$ cat src/rtl/obc_da_bitserial_ctrl.sv
// Bit-serial driver and shift-accumulator for the 16-point OBC distributed-arithmetic
// DFT bin ROM. Presents one bit-slice of the 16 latched samples per cycle (LSB first),
// accumulates the ROM result weighted by 2^j, and returns the sum over valid/ready.
module obc_da_bitserial_ctrl #(
    parameter int DW = 16,
    parameter int RW = 32,
    parameter int AW = 48
) (
    input  logic              clk,
    input  logic              rst,
    input  logic              in_valid,
    output logic              in_ready,
    input  logic [16*DW-1:0]  x_in,
    input  logic [RW-1:0]     obc_init,
    output logic [15:0]       slice_out,
    output logic              m_out,
    input  logic [RW-1:0]     rom_in,
    output logic              out_valid,
    input  logic              out_ready,
    output logic [AW-1:0]     dft_out
);

    localparam int JW = (DW > 1) ? $clog2(DW) : 1;
    localparam logic [JW-1:0] J_LAST = JW'(DW - 1);
    localparam logic [JW-1:0] J_PRE  = JW'(DW - 2);

    typedef enum logic [1:0] {
        IDLE,
        RUN,
        DONE
    } state_t;

    state_t          state;
    logic [JW-1:0]   j;
    logic [DW-1:0]   sh [16];
    logic [AW-1:0]   acc;
    logic [AW-1:0]   rom_ext;
    logic [AW-1:0]   acc_next;

    // Sign-extend the ROM term and weight it by 2^j for this slice.
    always_comb begin
        rom_ext  = {{(AW-RW){rom_in[RW-1]}}, rom_in};
        acc_next = acc + (rom_ext << j);
    end

    assign in_ready = (state == IDLE);

    // Transform sequencer: accept, DW slice cycles, then hold the result until taken.
    // The shift registers hold the bits still to be presented, so slice_out is
    // loaded one cycle ahead from bit 0 of each register.
    always_ff @(posedge clk or posedge rst) begin
        if (rst) begin
            state     <= IDLE;
            j         <= '0;
            acc       <= '0;
            slice_out <= '0;
            m_out     <= 1'b0;
            out_valid <= 1'b0;
            dft_out   <= '0;
            for (int unsigned i = 0; i < 16; i++) begin
                sh[i] <= '0;
            end
        end else begin
            case (state)
                IDLE: begin
                    if (in_valid) begin
                        for (int unsigned i = 0; i < 16; i++) begin
                            sh[i]        <= {1'b0, x_in[i*DW+1 +: DW-1]};
                            slice_out[i] <= x_in[i*DW];
                        end
                        acc   <= {{(AW-RW){obc_init[RW-1]}}, obc_init};
                        j     <= '0;
                        m_out <= 1'b0;
                        state <= RUN;
                    end
                end
                RUN: begin
                    acc <= acc_next;
                    j   <= j + 1'b1;
                    for (int unsigned i = 0; i < 16; i++) begin
                        sh[i]        <= sh[i] >> 1;
                        slice_out[i] <= sh[i][0];
                    end
                    m_out <= (j == J_PRE);
                    if (j == J_LAST) begin
                        dft_out   <= acc_next;
                        out_valid <= 1'b1;
                        slice_out <= '0;
                        m_out     <= 1'b0;
                        state     <= DONE;
                    end
                end
                DONE: begin
                    if (out_ready) begin
                        out_valid <= 1'b0;
                        state     <= IDLE;
                    end
                end
                default: state <= IDLE;
            endcase
        end
    end

endmodule
$ cat config.mk
export PLATFORM = sky130hd
export DESIGN_NAME = obc_da_bitserial_ctrl
export DESIGN_NICKNAME = d
export VERILOG_FILES = /design/src/rtl/obc_da_bitserial_ctrl.sv
export SDC_FILE = /design/constraint.sdc
export NUM_CORES = 1
export LEC_CHECK = 0
export BUFFER_PORTS_ARGS = -buffer_cell sky130_fd_sc_hd__buf_2
export CORE_UTILIZATION = 58
export CTS_BUF_LIST = sky130_fd_sc_hd__clkbuf_2 sky130_fd_sc_hd__clkbuf_4 sky130_fd_sc_hd__clkbuf_8
export CTS_CLUSTER_DIAMETER = 80
export CTS_CLUSTER_SIZE = 10
export DETAILED_ROUTE_END_ITERATION = 8
export PLACE_DENSITY = 0.83
export SLEW_MARGIN = 10
export SYNTH_ARGS = -nofsm -noshare
export SYNTH_HDL_FRONTEND = slang
export SYNTH_SLANG_ARGS = --single-unit
$ cat constraint.sdc
create_clock -name clk -period 15.9 [get_ports clk]
set_clock_uncertainty 0.15 [all_clocks]
set_input_delay 3.18 -clock clk [delete_from_list [all_inputs] [get_ports clk]]
set_output_delay 3.18 -clock clk [all_outputs]
set_load 0.03 [all_outputs]
== After elaboration in Yosys (flattened, before gate mapping) ==
Index checks and enable logic that the tools add are counted.
W data, S select, Z words.
Storage, ports and cells
  word-level logic and storage cells: 59
  output and inout bits: 67
  input bits: 324
  register bits after elaboration: 376
Cells by class
  $add $sub $neg: 2
  multiplexer cells: 19
  shifts and indexed selects: 1
  reduce and logical (&&, ||, !) cells: 7
  equality and inequality tests: 7
Operator list (count)
  $pmux W256 S2: 1
  $mux W256: 1
  $pmux W48 S2: 1
  $add A48 B48 Y48: 1
  $mux W48: 1
  $shl A48 B4 Y48: 1
  $mux W16: 2
  $pmux W16 S2: 1
  $eq A4 B4 Y1 const B: 2
  $pmux W4 S2: 1
  $mux W2: 3
  $ne A2 B2 Y1 const B: 3
  $pmux W2 S3: 1
  $reduce_and A3 Y1: 2
  $add A4 B1 Y4 const B: 1
  $mux W1: 4
  $mux W4: 1
  $pmux W1 S2: 2
  $reduce_and A2 Y1: 2
  $reduce_bool A2 Y1: 2
  $eq A2 B1 Y1 const B: 1
  $eq A2 B2 Y1 const B: 1
  $logic_not A2 Y1: 1

== Logic depth before layout (Yosys ltp) ==
Gate-level depths: netlist of run 1.
  depth after elaboration: 3
  gate-level depth with buffers: 19
  gate-level depth less buffers: 17

== Worst setup path before layout of run 1 ==
Ideal clock, no wire load.
  kind: input to register
  start: input port rom_in[7]
  end: register acc[42]
  buffers on the path: 1
  required time: 15624 ps
  library setup time: 126 ps
  cell stages on the path: 14
  data arrival time: 6142 ps
  path slack: 9481 ps
  cells stage by stage: mux4_2 -> mux2i_1 -> mux2i_1 -> ha_1 -> buf_2 -> nand2_1 -> nor2_2 -> a211oi_1 -> or4_1 -> a31o_2 -> a31o_4 -> o21ai_4 -> xor2_2 -> a221o_1
On the way
  longest elaborated chain between the ends: 3
Ends and longest elaborated chain
  start: declaration: line 17  | input logic [RW-1:0] rom_in,
  $shl A48 B4 Y48: line 43  | acc_next = acc + (rom_ext << j);
  $add A48 B48 Y48: line 43
  $pmux W48 S2: line 64  | case (state)
  end signal: assignment: line 71  | acc <= {{(AW-RW){obc_init[RW-1]}}, obc_init};
  end signal: assignment: line 78  | acc <= acc_next;
  end: declaration: line 36  | logic [AW-1:0] acc;
No other way between the ends.
A chain may end at the register's enable or synchronous reset.

== Worst setup path in the final report of run 1 ==
  start: input port rom_in[27]
  end: register acc[43]
Same word-level chain as after synthesis.

==> flow_metrics.env, run 1 <==
export IMPL_status="finished clean"
export IMPL_multiInputGateArea_um2=10300
export IMPL_critical_path_class="input port to flip-flop"
export IMPL_synth_most_common_cell="nand2_1"
export IMPL_worstPathMaxFanout=6
export IMPL_nets=2973
export IMPL_cpPeakStageDelay_ns=0.57
export IMPL_die_h_um=188
export IMPL_critPathTopFamily="compound AO/OA/AOI/OAI gates"
export IMPL_max_cap_violations=0
export IMPL_cellPowerDensity_nw_per_um2=253
export IMPL_ys_types=67
export IMPL_hold_start="dft_out[34]"
export IMPL_seq_area_frac_synth_pct=45.0
export IMPL_cts_resized_gates=0
export IMPL_peakVddDrop_mv=0.122
export IMPL_postRouteAntennaNets=0
export IMPL_syn_area_per_cell_um2=8.58
export IMPL_insertion_delay_ns=0.57
export IMPL_fmax_mhz=147
export IMPL_synth_common_cells="556 x nand2_1, 360 x dfrtp_1, 195 x nor2_1"
export IMPL_gp_congestion=0.944
export IMPL_postCtsHoldBufs=0
export IMPL_worst_path_buf_inv=2
export IMPL_setup_tns_ns=0
export IMPL_drc_errors=0
export IMPL_area_growth_pct=13.7
export IMPL_fp_dieW_um=188
export IMPL_syn_nets=2710
export IMPL_wire_per_inst_um=18.8
export IMPL_cp_end_kind="flip-flop"
export IMPL_drt_initial_drc_count=1627
export IMPL_rows=67
export IMPL_grt_max_degree=252
export IMPL_grt_overflow=0
export IMPL_crit_start="rom_in[27]"
export IMPL_use_met1_pct=42.1
export IMPL_grt_pass1_wl_um=91900
export IMPL_detailedRoute_firstPassIterationCount=6
export IMPL_crit_path_start_kind="input port"
export IMPL_netlist_instances=2336
export IMPL_die_area_um2=35300
export IMPL_setup_violations=0
export IMPL_crit_top_cell="a31oi_1"
export IMPL_grt_usage_pct=32.2
export IMPL_cts_sinks=360
export IMPL_seq_area_um2=9020
export IMPL_htreeDepth=2
export IMPL_rsz0062_at_grt="false"
export IMPL_cp_required_ns=16.20
export IMPL_total_power_mw=5.77
export IMPL_clk_path_buf_depth=3
export IMPL_ioPinCount=391
export IMPL_io_buffers=390
export IMPL_period_minus_slack_ns=6.82
export IMPL_cts_buffers=42
export IMPL_synth_area_leaders="dfrtp_1 45%, nand2_1 10%, a31oi_1 4.8%, a21oi_1 4.6%, o21ai_0 4.3%"
export IMPL_finalHoldViolations=0
export IMPL_vias=18500
export IMPL_grt_util_met3_pct=5.99
export IMPL_critPathSlowestCell="a311oi_1"
export IMPL_worst_pin_slew_ns=1.12
export IMPL_coreArea_um2=33800
export IMPL_cts_tree="built"
export IMPL_grt_pass1_vias=17600
export IMPL_critPathArrivalTime_ns=7.12
export IMPL_viasPerCell=6.02
export IMPL_slew_headroom_pct=25.6
export IMPL_cts_root_buf="clkbuf_8"
export IMPL_reg2reg_from="j[0]"
export IMPL_place_hpwl_um=40200
export IMPL_grtUsageMet2_pct=52.2
export IMPL_min_period_over_period_pct=42.9
export IMPL_path_clk_slew_ns=0.07
export IMPL_synth_edf_count=0
export IMPL_p_leak_nw=11.1
export IMPL_drive_gt1_share_pct=19.9
export IMPL_path_cells="buf_2 > mux2_2 > o21ai_0 > nor2_1 > a31oi_1 > mux2i_1 > ha_1 > nand4_1 > inv_1 > nand3_1 > or3_1 > a311oi_1 > or2_1 > a31oi_1 > xnor2_1 > a221o_1"
export IMPL_min_path_type="flip-flop to flip-flop"
export IMPL_final_cell_count_no_fill=3075
export IMPL_slew_violations=0
export IMPL_synth_async_sr_flop_share_pct=100
export IMPL_post_cts_buffers=0
export IMPL_synth_seq_cells=360
export IMPL_syn_cell_area_um2=20000
export IMPL_dpl_cell_count=3003
export IMPL_synth_top_area_share_pct=45.0
export IMPL_yosys_warnings=0
export IMPL_start_util_pct=59.3
export IMPL_wl_um=57800
export IMPL_antenna_found_initial=26
export IMPL_grt_busiest_layer="met2"
export IMPL_yosys_area_top_type="dfrtp_1"
export IMPL_n_fill_cell=2763
export IMPL_ys_flop_type="dfrtp_1"
## worst reg2reg max path, stage by stage, from the launching register on
cell and delay [ns]:
dfrtp_2 1.04, mux2_2 0.46, o21ai_0 0.41, nor2_1 0.08
a31oi_1 0.30, mux2i_1 0.20, ha_1 0.44, nand4_1 0.15
inv_1 0.08, nand3_1 0.12, or3_1 0.42, a311oi_1 0.57
or2_1 0.22, a31oi_1 0.11, xnor2_1 0.16, a221o_1 0.32
## layout make-up
type                    instances  area share, %
multi-input cells            1766           45.1
flip-flops and latches        360           39.6
repair buffers                409           9.31
clock buffers                  46           2.67
well taps                     448           2.46
inverters                      20          0.363
clock inverters                 4          0.258
diodes                         22          0.242
## through the flow
stage	area (um^2)	utilization [%]	setup slack, ns	hold WS [ns]
6_report	22800	67.4	9.08	0.318
5_1_grt	22800	67.4	8.93	0.336
4_1_cts	22700	67.2	9.11	0.318
3_5_place_dp	22000	65.3	8.51	0.302
3_3_place_gp	22000	65.3	8.53	0.300
2_1_floorplan	20000	-	2.58	0.300
## cells in the final DEF (no fill, tap or decap), drive strengths merged, types with 3 or more instances in the layout
master / Yosys / routed
and3b: 96 / 96
nor2b: 9 / 9
o2111ai: 3 / 3
and4: 3 / 3
nand2: 556 / 556
dfrtp: 360 / 360
and2: 3 / 3
a221o: 12 / 12
nand3: 14 / 14
mux2: 11 / 11
and3: 10 / 10
xnor2: 23 / 23
ha: 49 / 49
o221ai: 3 / 3
mux4: 16 / 16
a211oi: 13 / 13
nor2: 197 / 197
a22oi: 18 / 18
a21o: 19 / 19
xor2: 18 / 18
a21boi: 4 / 4
a31oi: 153 / 153
o31ai: 8 / 8
o21ai: 176 / 176
buf: 22 / 409
o21bai: 8 / 8
clkbuf: 168 / 46
or3: 6 / 6
o22ai: 9 / 9
or2: 3 / 3
a21oi: 189 / 189
nor3: 10 / 10
o21a: 3 / 3
nand2b: 4 / 4
mux2i: 56 / 56
inv: 20 / 22
nand4: 20 / 20
a22o: 16 / 16
diode: 0 / 22
a31o: 3 / 3
## logic make-up (layout without fill, tap and decap cells)
family	Yosys count	in the layout	share of synthesized area, %
AOI/OAI and AO/OA	656	656	19.9
xor gates and xnor gates	41	41	1.83
adders and majority gates	50	50	3.16
buffers and inverters	210	479	3.98
DFF	360	360	45.0
muxes	83	83	5.21
other	0	22	0
and+or+nand+nor	936	936	21.0
## worst paths after layout
path | to | depth (start not counted) | slack (ns)
worst max-delay path | acc[43] | 16 | 9.08
worst min-delay path | dft_out[34] | 2 | 0.32
max in group asynchronous | j[0] | 4 | 10.63
worst min register to register | dft_out[34] | 2 | 0.32
min in group asynchronous | sh[199] | 2 | 2.63
worst max register to register | acc[43] | 15 | 10.59
## routing by layer
| layer | part of all wire (%) | wire length [um] |
|---|---|---|
| met1 | 40 | 23400 |
| met2 | 47 | 27300 |
| met3 | 8.0 | 4610 |
| met4 | 4.2 | 2400 |
| met5 | 0.11 | 61 |
## flip-flops by register name, summed over array words and instances (netlist names)
name	flops
dft_out	48
j	4
slice_out	16
m_out	1
state	2
out_valid	1
sh	240
acc	48
## report_power, final
| group | switching (mW) | leakage, nW | total (mW) | internal (mW) |
|---|---|---|---|---|
| clock | 0.329 | 0.349 | 0.596 | 0.267 |
| combinational | 2.19 | 6.36 | 3.50 | 1.31 |
| sequential | 0.293 | 4.39 | 1.67 | 1.38 |
Power figures use the tool's default switching activity.
==> run 2: changes to the inputs <==
--- a/config.mk
+++ b/config.mk
@@ -5,6 +5,7 @@
 export SDC_FILE = /design/constraint.sdc
 export NUM_CORES = 1
 export LEC_CHECK = 0
+export ABC_AREA = 1
 export BUFFER_PORTS_ARGS = -buffer_cell sky130_fd_sc_hd__buf_2
 export CORE_UTILIZATION = 58
 export CTS_BUF_LIST = sky130_fd_sc_hd__clkbuf_2 sky130_fd_sc_hd__clkbuf_4 sky130_fd_sc_hd__clkbuf_8
==> constraint.sdc (replaced) <==
create_clock -name clk -period 6.5 [get_ports clk]
set_clock_uncertainty 0.15 [all_clocks]
set_input_delay 1.3 -clock clk [delete_from_list [all_inputs] [get_ports clk]]
set_output_delay 1.3 -clock clk [all_outputs]
set_load 0.03 [all_outputs]
==> run 2 against run 1 <==
Against the previous run:
- the run now ends with DRC left
- critical path depth grew 1
- core utilization shrank 0.52 points
- synthesized area grew 5.2%
- sequential share of layout area shrank 1.8 points
- die area grew 5.1%
- via count grew 15%
- largest cell class unchanged
==> flow_metrics.env, run 2 <==
export IMPL_reg2reg_from="j[0]"
export IMPL_postCtsHoldBufs=0
export IMPL_hold_start="dft_out[36]"
export IMPL_crit_start="j[0]"
export IMPL_grt_pass1_vias=20400
export IMPL_final_cell_area_um2=23900
export IMPL_die_h_um=193
export IMPL_synth_most_common_cell="nand2_1"
export IMPL_status="complete, but fails checks"
export IMPL_dpl_cell_area_um2=23100
export IMPL_path_clk_slew_ns=0.09
export IMPL_cts_buffers=42
export IMPL_mostFrequentLayoutCell="nand2_1"
export IMPL_antenna_found_initial=30
export IMPL_critPathArrivalTime_ns=5.06
export IMPL_seq_area_frac_synth_pct=42.8
export IMPL_finalHoldViolations=0
export IMPL_yosys_area_top_type="dfrtp_1"
export IMPL_synth_common_cells="1,025 x nand2_1, 360 x dfrtp_1, 360 x inv_1"
export IMPL_critical_path_class="flip-flop to flip-flop"
export IMPL_gp_congestion=1.02
export IMPL_ys_flop_type="dfrtp_1"
export IMPL_cts_sinks=360
export IMPL_area_growth_pct=13.2
export IMPL_coreArea_um2=35700
export IMPL_max_cap_violations=0
export IMPL_insertion_delay_ns=0.65
export IMPL_start_util_pct=59.1
export IMPL_largest_register_ffs=240
export IMPL_post_cts_buffers=0
export IMPL_vias=21400
export IMPL_synth_seq_cells=360
export IMPL_htreeDepth=2
export IMPL_drt_initial_drc_count=1678
export IMPL_worstPathMaxFanout=35
export IMPL_slew_headroom_pct=30.5
export IMPL_grt_pass1_wl_um=108000
export IMPL_syn_nets=3399
export IMPL_die_area_um2=37100
export IMPL_clk_path_buf_depth=3
export IMPL_violations="DRC"
export IMPL_syn_cell_area_um2=21100
export IMPL_period_minus_slack_ns=4.66
export IMPL_cts_root_buf="clkbuf_8"
export IMPL_wire_per_inst_um=18.5
export IMPL_detailedRoute_firstPassIterationCount=7
export IMPL_nets=3697
export IMPL_regMostFlops="sh"
export IMPL_yosys_warnings=0
export IMPL_place_hpwl_um=52300
export IMPL_cts_tree="built"
export IMPL_io_buffers=390
export IMPL_min_path_type="flip-flop to flip-flop"
export IMPL_rows=69
export IMPL_fp_dieW_um=193
export IMPL_synth_area_leaders="dfrtp_1 43%, nand2_1 18%, inv_1 6.4%, o21ai_0 6.3%, nor2_1 5.1%"
export IMPL_min_period_over_period_pct=71.6
export IMPL_slew_violations=0
export IMPL_drive_gt1_share_pct=14.0
export IMPL_viasPerCell=5.60
export IMPL_ys_types=32
export IMPL_netlist_instances=3025
export IMPL_synth_top_area_share_pct=42.8
export IMPL_grt_usage_pct=38.1
export IMPL_n_fill_cell=3205
export IMPL_cp_required_ns=6.91
export IMPL_cp_end_kind="flip-flop"
export IMPL_crit_path_start_kind="flip-flop"
export IMPL_synth_async_sr_flop_share_pct=100
export IMPL_rsz0062_at_grt="false"
export IMPL_layout_common_cells="1,023 x nand2_1, 390 x buf_2, 360 x dfrtp_1, 357 x inv_1, 287 x nor2_1"
export IMPL_setup_violations=0
export IMPL_drc_errors=32
export IMPL_grt_max_degree=181
export IMPL_synth_edf_count=0
export IMPL_ioPinCount=391
export IMPL_utilization_pct=66.9
export IMPL_fmax_mhz=215
export IMPL_grt_overflow=0
export IMPL_wl_um=70500
export IMPL_setup_tns_ns=0
export IMPL_cts_resized_gates=0
export IMPL_worst_pin_slew_ns=1.04
export IMPL_syn_area_per_cell_um2=6.96
export IMPL_postRouteAntennaNets=0
export IMPL_reg_top3="sh: 240 flops, acc: 48 flops, dft_out: 48 flops"
[run 2: changes by cell type in the layout (fill, tap and decap cells not counted), sizes merged, moves of 14 or more]
cell and change:
nand2 +469, o21ai +97, xnor2 -14, a31oi -136
o221ai +70, mux4 -16, nor2 +92, mux2i -51
nand3 +128, and3b -96, a21o -15, inv +343
a22o -16
[run 2: path summary, 6_finish.rpt]
kind / cells past startpoint / slack (ns) / to
max: 17 / 1.84 / acc[18]
min reg2reg: 2 / 0.33 / dft_out[36]
min: 2 / 0.33 / dft_out[36]
max in group asynchronous: 3 / 4.14 / dft_out[13]
min in group asynchronous: 2 / 0.67 / sh[227]
max reg2reg: 17 / 1.84 / acc[18]
[run 2: per-stage QoR]
step / instances / hold WS (ns) / setup slack [ns]
finish: 3811 / 0.327 / 1.84
global route: 3804 / 0.349 / 1.51
CTS: 3787 / 0.329 / 1.94
detailed placement: 3740 / 0.310 / 1.88
global placement: 3740 / 0.310 / 1.91
floorplan: 3025 / 0.305 / 0.224
[run 2: final cells by class]
type | instances | area (um^2) | share of cell area, %
antenna | 24 | 60.1 | 0.252
clock buffer | 42 | 578 | 2.42
clock inverter | 5 | 80.1 | 0.336
inverter | 366 | 1380 | 5.80
multi-input combinational | 2144 | 10000 | 42.1
sequential | 360 | 9010 | 37.8
tap | 461 | 577 | 2.42
timing repair buffer | 409 | 2130 | 8.94
[run 2: kinds of logic after synthesis]
logic type	share of synthesized area, %
adder cells (fa/ha/maj)	3.01
AO/OA/AOI/OAI	16.1
AND/OR/NAND/NOR	27.5
buffers and inverters	9.69
XOR/XNOR	0.665
multiplexers	0.238
flip-flops	42.8
[run 2: critical path: stages, from the launching register on]
cell	delay, ns
dfrtp_1	0.37
buf_4	0.24
inv_1	0.69
nand2_1	0.20
o21ai_0	0.43
o21ai_0	0.20
nor2_1	0.38
ha_1	0.26
nand2_1	0.12
nor2_1	0.29
nand3_1	0.11
nand3_1	0.39
nand2_1	0.14
nand2_1	0.18
nand2_1	0.09
nand2_1	0.10
nor2_1	0.05
o21ai_0	0.17
[run 2: metal layers]
metal | share of wire (%) | global-route usage, %
met1 | 39 | 46.3
met2 | 47 | 62.3
met3 | 7.3 | 7.53
met4 | 6.2 | 23.0
met5 | 0.14 | 0
Power of run 2 is not shown: default switching activity piles up to over one toggle a cycle in this logic, so the estimate is an artifact.
